$ cat src/rtl/riscv_multicycle_ctrl.sv
// Multicycle RV32I control FSM: sequences fetch, decode, execute, memory and writeback.
// Latency: outputs are combinational from state (plus Op/mem_ready/Zero); state advances one per clk.
// Backpressure: FETCH, MEMREAD and MEMWRITE hold while mem_ready is low. Optional macro: RISCV_ILLEGAL_OP_EN.
module riscv_multicycle_ctrl (
  input  logic       clk,
  input  logic       rst_n,
  input  logic [6:0] Op,
  input  logic       Zero,
  input  logic       mem_ready,
  output logic       PCWrite,
  output logic       AdrSrc,
  output logic       MemWrite,
  output logic       IRWrite,
  output logic       RegWrite,
  output logic       Branch,
  output logic [1:0] ALUSrcA,
  output logic [1:0] ALUSrcB,
  output logic [1:0] ALUOp,
  output logic [1:0] ResultSrc,
  output logic [2:0] ImmSrc,
  output logic       illegal
);

  localparam logic [6:0] LOAD   = 7'd3;
  localparam logic [6:0] I_AL   = 7'd19;
  localparam logic [6:0] AUIPC  = 7'd23;
  localparam logic [6:0] STORE  = 7'd35;
  localparam logic [6:0] REG    = 7'd51;
  localparam logic [6:0] LUI    = 7'd55;
  localparam logic [6:0] BRANCH = 7'd99;
  localparam logic [6:0] JALR   = 7'd103;
  localparam logic [6:0] JAL    = 7'd111;

  typedef enum logic [3:0] {
    S_FETCH    = 4'd0,
    S_DECODE   = 4'd1,
    S_MEMADR   = 4'd2,
    S_MEMREAD  = 4'd3,
    S_MEMWB    = 4'd4,
    S_MEMWRITE = 4'd5,
    S_EXECR    = 4'd6,
    S_EXECI    = 4'd7,
    S_ALUWB    = 4'd8,
    S_BEQ      = 4'd9,
    S_JALRADR  = 4'd10,
    S_JUMP     = 4'd11,
    S_LUIWB    = 4'd12,
    S_AUIPCEX  = 4'd13,
    S_ILLEGAL  = 4'd14
  } state_t;

  state_t r_state;
  logic   w_uncond_pc;

  // State register and next-state selection; reset abandons any in-flight instruction.
  always_ff @(posedge clk) begin
    if (!rst_n) begin
      r_state <= S_FETCH;
    end else begin
      case (r_state)
        S_FETCH:    if (mem_ready) r_state <= S_DECODE;
        S_DECODE: begin
          case (Op)
            LOAD, STORE: r_state <= S_MEMADR;
            REG:         r_state <= S_EXECR;
            I_AL:        r_state <= S_EXECI;
            BRANCH:      r_state <= S_BEQ;
            JAL:         r_state <= S_JUMP;
            JALR:        r_state <= S_JALRADR;
            LUI:         r_state <= S_LUIWB;
            AUIPC:       r_state <= S_AUIPCEX;
`ifdef RISCV_ILLEGAL_OP_EN
            default:     r_state <= S_ILLEGAL;
`else
            default:     r_state <= S_FETCH;
`endif
          endcase
        end
        S_MEMADR:   r_state <= (Op == STORE) ? S_MEMWRITE : S_MEMREAD;
        S_MEMREAD:  if (mem_ready) r_state <= S_MEMWB;
        S_MEMWB:    r_state <= S_FETCH;
        S_MEMWRITE: if (mem_ready) r_state <= S_FETCH;
        S_EXECR:    r_state <= S_ALUWB;
        S_EXECI:    r_state <= S_ALUWB;
        S_ALUWB:    r_state <= S_FETCH;
        S_BEQ:      r_state <= S_FETCH;
        S_JALRADR:  r_state <= S_JUMP;
        S_JUMP:     r_state <= S_ALUWB;
        S_LUIWB:    r_state <= S_FETCH;
        S_AUIPCEX:  r_state <= S_ALUWB;
`ifdef RISCV_ILLEGAL_OP_EN
        S_ILLEGAL:  r_state <= S_ILLEGAL;
`endif
        default:    r_state <= S_FETCH;
      endcase
    end
  end

  // Per-state datapath controls; anything not named for a state stays 0.
  always_comb begin
    w_uncond_pc = 1'b0;
    AdrSrc      = 1'b0;
    MemWrite    = 1'b0;
    IRWrite     = 1'b0;
    RegWrite    = 1'b0;
    Branch      = 1'b0;
    ALUSrcA     = 2'b00;
    ALUSrcB     = 2'b00;
    ALUOp       = 2'b00;
    ResultSrc   = 2'b00;
    ImmSrc      = 3'b000;
    illegal     = 1'b0;
    case (r_state)
      S_FETCH: begin
        ALUSrcB     = 2'b10;
        ResultSrc   = 2'b10;
        IRWrite     = mem_ready;
        w_uncond_pc = mem_ready;
      end
      S_DECODE: begin
        ALUSrcA = 2'b01;
        ALUSrcB = 2'b01;
        ImmSrc  = (Op == JAL) ? 3'b100 : 3'b010;
      end
      S_MEMADR: begin
        ALUSrcA = 2'b10;
        ALUSrcB = 2'b01;
        ImmSrc  = (Op == STORE) ? 3'b001 : 3'b000;
      end
      S_MEMREAD:  AdrSrc = 1'b1;
      S_MEMWB: begin
        ResultSrc = 2'b01;
        RegWrite  = 1'b1;
      end
      S_MEMWRITE: begin
        AdrSrc   = 1'b1;
        MemWrite = 1'b1;
      end
      S_EXECR: begin
        ALUSrcA = 2'b10;
        ALUOp   = 2'b10;
      end
      S_EXECI: begin
        ALUSrcA = 2'b10;
        ALUSrcB = 2'b01;
        ALUOp   = 2'b10;
      end
      S_ALUWB:    RegWrite = 1'b1;
      S_BEQ: begin
        ALUSrcA = 2'b10;
        ALUOp   = 2'b01;
        Branch  = 1'b1;
      end
      S_JALRADR: begin
        ALUSrcA = 2'b10;
        ALUSrcB = 2'b01;
      end
      S_JUMP: begin
        ALUSrcA     = 2'b01;
        ALUSrcB     = 2'b10;
        w_uncond_pc = 1'b1;
      end
      S_LUIWB: begin
        ImmSrc    = 3'b011;
        ResultSrc = 2'b11;
        RegWrite  = 1'b1;
      end
      S_AUIPCEX: begin
        ALUSrcA = 2'b01;
        ALUSrcB = 2'b01;
        ImmSrc  = 3'b011;
      end
`ifdef RISCV_ILLEGAL_OP_EN
      S_ILLEGAL:  illegal = 1'b1;
`endif
      default: ;
    endcase
    PCWrite = w_uncond_pc | (Branch & Zero);
  end

endmodule
$ cat config.mk
export PLATFORM = sky130hd
export DESIGN_NAME = riscv_multicycle_ctrl
export DESIGN_NICKNAME = d
export VERILOG_FILES = /design/src/rtl/riscv_multicycle_ctrl.sv
export SDC_FILE = /design/constraint.sdc
export NUM_CORES = 1
export LEC_CHECK = 0
export ABC_AREA = 1
export CORE_AREA = 4 4 42 44
export DETAILED_ROUTE_END_ITERATION = 7
export DIE_AREA = 0 0 46 48
export GPL_TIMING_DRIVEN = 0
export PLACE_DENSITY = 0.9
export SLEW_MARGIN = 40
export SYNTH_ARGS = -nofsm -noshare
export SYNTH_HDL_FRONTEND = slang
export SYNTH_SLANG_ARGS = --single-unit
$ cat constraint.sdc
create_clock -name clk -period 1.7 [get_ports clk]
set_input_delay 0.17 -clock clk [delete_from_list [all_inputs] [get_ports clk]]
set_output_delay 0.17 -clock clk [all_outputs]
set_load 0.1 [all_outputs]
* After elaboration in Yosys (flattened, before gate mapping)
Cells that the tools add are included.
** Storage, ports and cells
- Bits of input ports :: 11
- Word-level logic and storage cells :: 59
- Output and inout bits :: 18
- Flip-flop bits (word level) :: 4
** Operators by class
- Bitwise operators :: 2
- Reduce and logical (&&, ||, !) cells :: 12
- Multiplexer cells :: 19
- Equality and inequality tests :: 25
** Operator list (count)
- 4-bit one-hot mux with 8 select lines :: 1
- 4-bit one-hot mux with 7 select lines :: 1
- 4-bit == test, second input constant :: 6
- 7-bit by 6-bit == test with 1-bit output, second input constant :: 3
- 7-bit == test, second input constant :: 3
- 4-bit by 3-bit == test with 1-bit output, second input constant :: 4
- 7-bit by 5-bit == test with 1-bit output, second input constant :: 2
- 4-bit two-way mux :: 3
- 2-bit one-hot mux with 2 select lines :: 3
- 2-bit OR reduction :: 5
- 5-bit OR reduction :: 2
- 3-bit one-hot mux with 3 select lines :: 1
- 4-bit by 2-bit == test with 1-bit output, second input constant :: 2
- 7-bit by 2-bit == test with 1-bit output, second input constant :: 1
- 1-bit two-way mux :: 6
- 3-bit two-way mux :: 2
- 2-bit != test, second input constant :: 3
- 2-bit one-hot mux with 3 select lines :: 1
- 3-bit OR reduction :: 2
- 4-bit by 1-bit == test with 1-bit output, second input constant :: 1
- 4-bit zero test :: 1
- 4-bit OR reduction :: 1
- 3-bit AND reduction :: 1
- 1-bit one-hot mux with 2 select lines :: 1
- other kinds (2) :: 2

* Logic depth before layout (Yosys ltp)
- Depth in word-level cells :: 4
- Gate-level depth with buffers :: 9

* Worst setup path after synthesis
No wires, ideal clock.
- Kind :: reg-to-output
- Start point :: reg r_state[3]
- End point :: out PCWrite
- Stages on the path, launching flop included :: 7
- Required time :: 1530 ps
- Data arrival time :: 3116 ps
- Path slack :: -1586 ps
- Cells stage by stage :: dfxtp_1 inv_1 nor2_1 inv_1 nor2_1 a21oi_1 o21ai_0
** Between the ends
- Longest elaborated chain between the ends :: 4
- Elaborated cells on any way between the ends :: 7
- Classes of those cells :: eq/ne: 2; mux: 2; bitwise: 2; reduce/logical: 1
** Ends and longest elaborated chain
- start, declared :: line 52 : state_t r_state;
- start signal, assigned :: line 79 : S_MEMADR: r_state <= (Op == STORE) ? S_MEMWRITE : S_MEMREAD;
- 4-bit == test :: line 113 : case (r_state)
- 1-bit two-way mux :: line 113
- net Branch :: line 15 : output logic Branch,
- 1-bit AND :: line 178 : PCWrite = w_uncond_pc | (Branch & Zero);
- 1-bit bitwise OR :: line 178
- end, declared :: line 10 : output logic PCWrite,
The timed path passes the listed nets, and every way through them passes these cells.

* Worst setup path after layout
- Start point :: reg r_state[2]
- End point :: out MemWrite
** Between the ends
- Longest elaborated chain between the ends :: 2
** Ends and longest elaborated chain
- 4-bit by 3-bit == test with 1-bit output :: line 113
- 1-bit two-way mux :: line 113
- end, declared :: line 12 : output logic MemWrite,
Every way passes these cells.

==> metrics.csv <==
stage,metric,value,unit
status,status,"finished, final reports clean",
setup_path,worstPathMaxFanout,5,
logic_synthesis,synth_fp_nets,117,
logic_synthesis,ys_types,20,
logic_synthesis,yosysMostFrequentCell,nand2_1,
flow_run,maxCapViolations,0,
global_routing,grt_overflow,0,
logic_synthesis,async_reset_ff_frac,0,
final_layout,largest_reg_flops,4,
final_layout,top_register,r_state,
timing,final_max_slew_viol_count,0,
final_layout,layout-drive-gt1-share,0.338,
logic_synthesis,synth-xor-area-share,0,
logic_synthesis,ys_ff_latch,4,
cts,cts_buffer_depth,2,
logic_synthesis,synth-adder-area-share,0,
die,core,0.00144,mm2
setup_path,cp_data_arrival_time,1450,ps
routing,drt_iter0_markers,9,
logic_synthesis,synth_top_family_by_area,simple AND/OR/NAND/NOR gates,
place,dp_hpwl,1340,um
global_routing,grt_pass1_vias,634,
setup_path,crit_path_start_kind,flip-flop,
timing,fin_crit_sh,0.952,
final_layout,antenna_cells,0,
logic_synthesis,ys_top_cells_by_area,"nand2_1 (20%), dfxtp_1 (15%), inv_1 (15%), nand3_1 (11%), nor2_1 (11%)",
global_routing,grt_pass1_wl,2340,um
die,ios,29,
logic_synthesis,syn_avg_cell_area,5.09,um2
logic_synthesis,ys.flop_type,dfxtp_1,
die,start_util,0.375,
logic_synthesis,synth_top_area_frac,0.202,
timing,worst_slack,82.1,ps
place,preCtsSetupSlack,-34.3,ps
cts,cts_htree_levels,1,
logic_synthesis,synth_simple_gate_area_frac,0.545,
logic_synthesis,ys_seq_area_frac,0.148,
routing,drt_wl_total,1520,um
routing,drc_errors,0,
logic_synthesis,yosysWarnings,0,
power,ir_worst_vdd,540,uV
setup_path,ff2ff_path_depth,7,
logic_synthesis,synth.mux.area_fraction,0,
setup_path,worst-setup-path-type,reg -> out,
logic_synthesis,synth_common_cells,"nand2_1 (29), inv_1 (21), nor2_1 (16)",
die,rows,14,
logic_synthesis,synth_area,539,um2
setup_path,cp-end-kind,output pin,
timing,tns,0,ps
cts,post_cts_buffers,0,
final_layout,finalCoreUtilization,0.617,
hold_path,worst_hold_path_type,in -> reg,
power,p_per_area,637,mW/mm2
logic_synthesis,synth_compound_area_frac,0.104,
logic_synthesis,syn_inst,106,
timing,whs,503,ps
final_layout,fin_nets,149,
timing,finalCriticalPeriod,1620,ps
die,die_y,48,um
hold_path,hold_path_end,r_state[1]$_SDFFE_PN0P_,
hold_path,hp-start,rst_n,
routing,via_per_inst,4.86,
hold_path,holdPathStages,3,
timing,finalHoldViolations,0,
final_layout,synthToLayoutAreaGrowth,64.3,%
place,io_buffers,27,
setup_path,required,1530,ps
power,p_leak,0.472,nW
routing,ant_nets,0,
setup_path,r2r-end,r_state[0]$_SDFFE_PN0P_,
final_layout,reg.largest.list,r_state x4,
logic_synthesis,yosysTopAreaCell,nand2_1,
routing,drtPass1Iterations,4,
timing,finalSetupViolations,0,
die,die-area,0.00221,mm2
global_routing,grt_max_degree,8,
cts,cts.sinks,4,
logic_synthesis,synth-edff-count,0,
final_layout,n_fill_cell,134,
timing,finClkSkew,3.08,ps
global_routing,antenna_found_initial,0,
timing,max_freq,618,MHz
cts,cts_buffers,3,
routing,wl_per_cell,9.99,um
die,die-width,46,um
routing,dr_total_vias,739,
cts,worst_skew_pair.late_latency,230,ps
cts,hold_buffers,0,
setup_path,reg2reg_slack,460,ps
cts,path_clk_slew,40,ps
global_routing,grt_use_total,0.140,
cts,cts_tree,yes,
cts,cts_root_buf,clkbuf_4,
setup_path,r2r-start,r_state[3]$_SDFFE_PN0P_,
place,routabilityCongestion,0.804,
==> final cells by class <==
cell class,instances,area [um2],area share
buffer,2,15.0,0.0169
sequential,4,85.1,0.0960
tap,16,20.0,0.0226
inverter,24,90.1,0.102
timing repair buffer,27,253,0.285
clock buffer,3,22.5,0.0254
multi-input combinational,76,400,0.452
==> worst max path at each step <==
stage / startpoint / to / slack (ps) / depth (start not counted)
global route: r_state[3]$_SDFFE_PN0P_ / IRWrite / -20 / 4
finish: r_state[2]$_SDFFE_PN0P_ / MemWrite / 80 / 5
global placement: Op[2] / ImmSrc[0] / -730 / 7
detailed placement: Op[6] / ImmSrc[2] / -30 / 6
CTS: r_state[2]$_SDFFE_PN0P_ / ALUSrcB[0] / 10 / 6
floorplan: r_state[0]$_SDFFE_PN0P_ / RegWrite / -270 / 3
==> power breakdown <==
group | internal [mW] | switching, mW
registers | 0.0990 | 0.00595
logic | 0.0957 | 0.253
clock network | 0.0785 | 0.0323
total | 0.273 | 0.291
==> logic make-up after synthesis <==
kind of cell | Yosys count
buffers and inverters | 26
DFF | 4
AOI/OAI and AO/OA | 9
and+or+nand+nor | 66
other | 1
==> cell usage in the layout (no fill, tap or decap), types with 2 or more instances in the layout <==
| master | n |
|---|---|
| inv_1 | 20 |
| inv_2 | 4 |
| buf_2 | 6 |
| nand2_2 | 3 |
| a21oi_1 | 2 |
| nor2_1 | 12 |
| clkdlybuf4s50_1 | 10 |
| nor2_4 | 4 |
| dfxtp_2 | 4 |
| buf_4 | 5 |
| nand2_1 | 28 |
| a21oi_2 | 2 |
| buf_12 | 2 |
| clkbuf_4 | 6 |
| nand4_1 | 2 |
| nor2_2 | 3 |
| nand3_1 | 12 |
| buf_6 | 2 |
==> critical path, cell delays in order, from the launching register on <==
cell and delay, ps:
dfxtp_2 360, inv_2 70, nor2_2 90, nand3_1 150, inv_1 110, buf_2 430
==> routing by layer <==
layer / wire, um / GRT usage
met4: 27 / 0.0455
met1: 613 / 0.160
met2: 778 / 0.269
met3: 100 / 0.0150
met5: 0 / 0
==> what timing repair did <==
item / in CTS / in global routing
gates resized for setup: 12 / 15
pin swaps: 0 / 0
endpoints found under the setup margin: 7 / 11
==> through the flow <==
step           total power [mW]  instance area (um2)  cells
2_1_floorplan             0.361                  584    106
3_3_place_gp              0.438                  875    149
3_5_place_dp              0.421                  790    149
4_1_cts                   0.549                  843    152
5_1_grt                   0.591                  886    152
6_report                  0.564                  886    152
(Power assumes the default switching activity.)
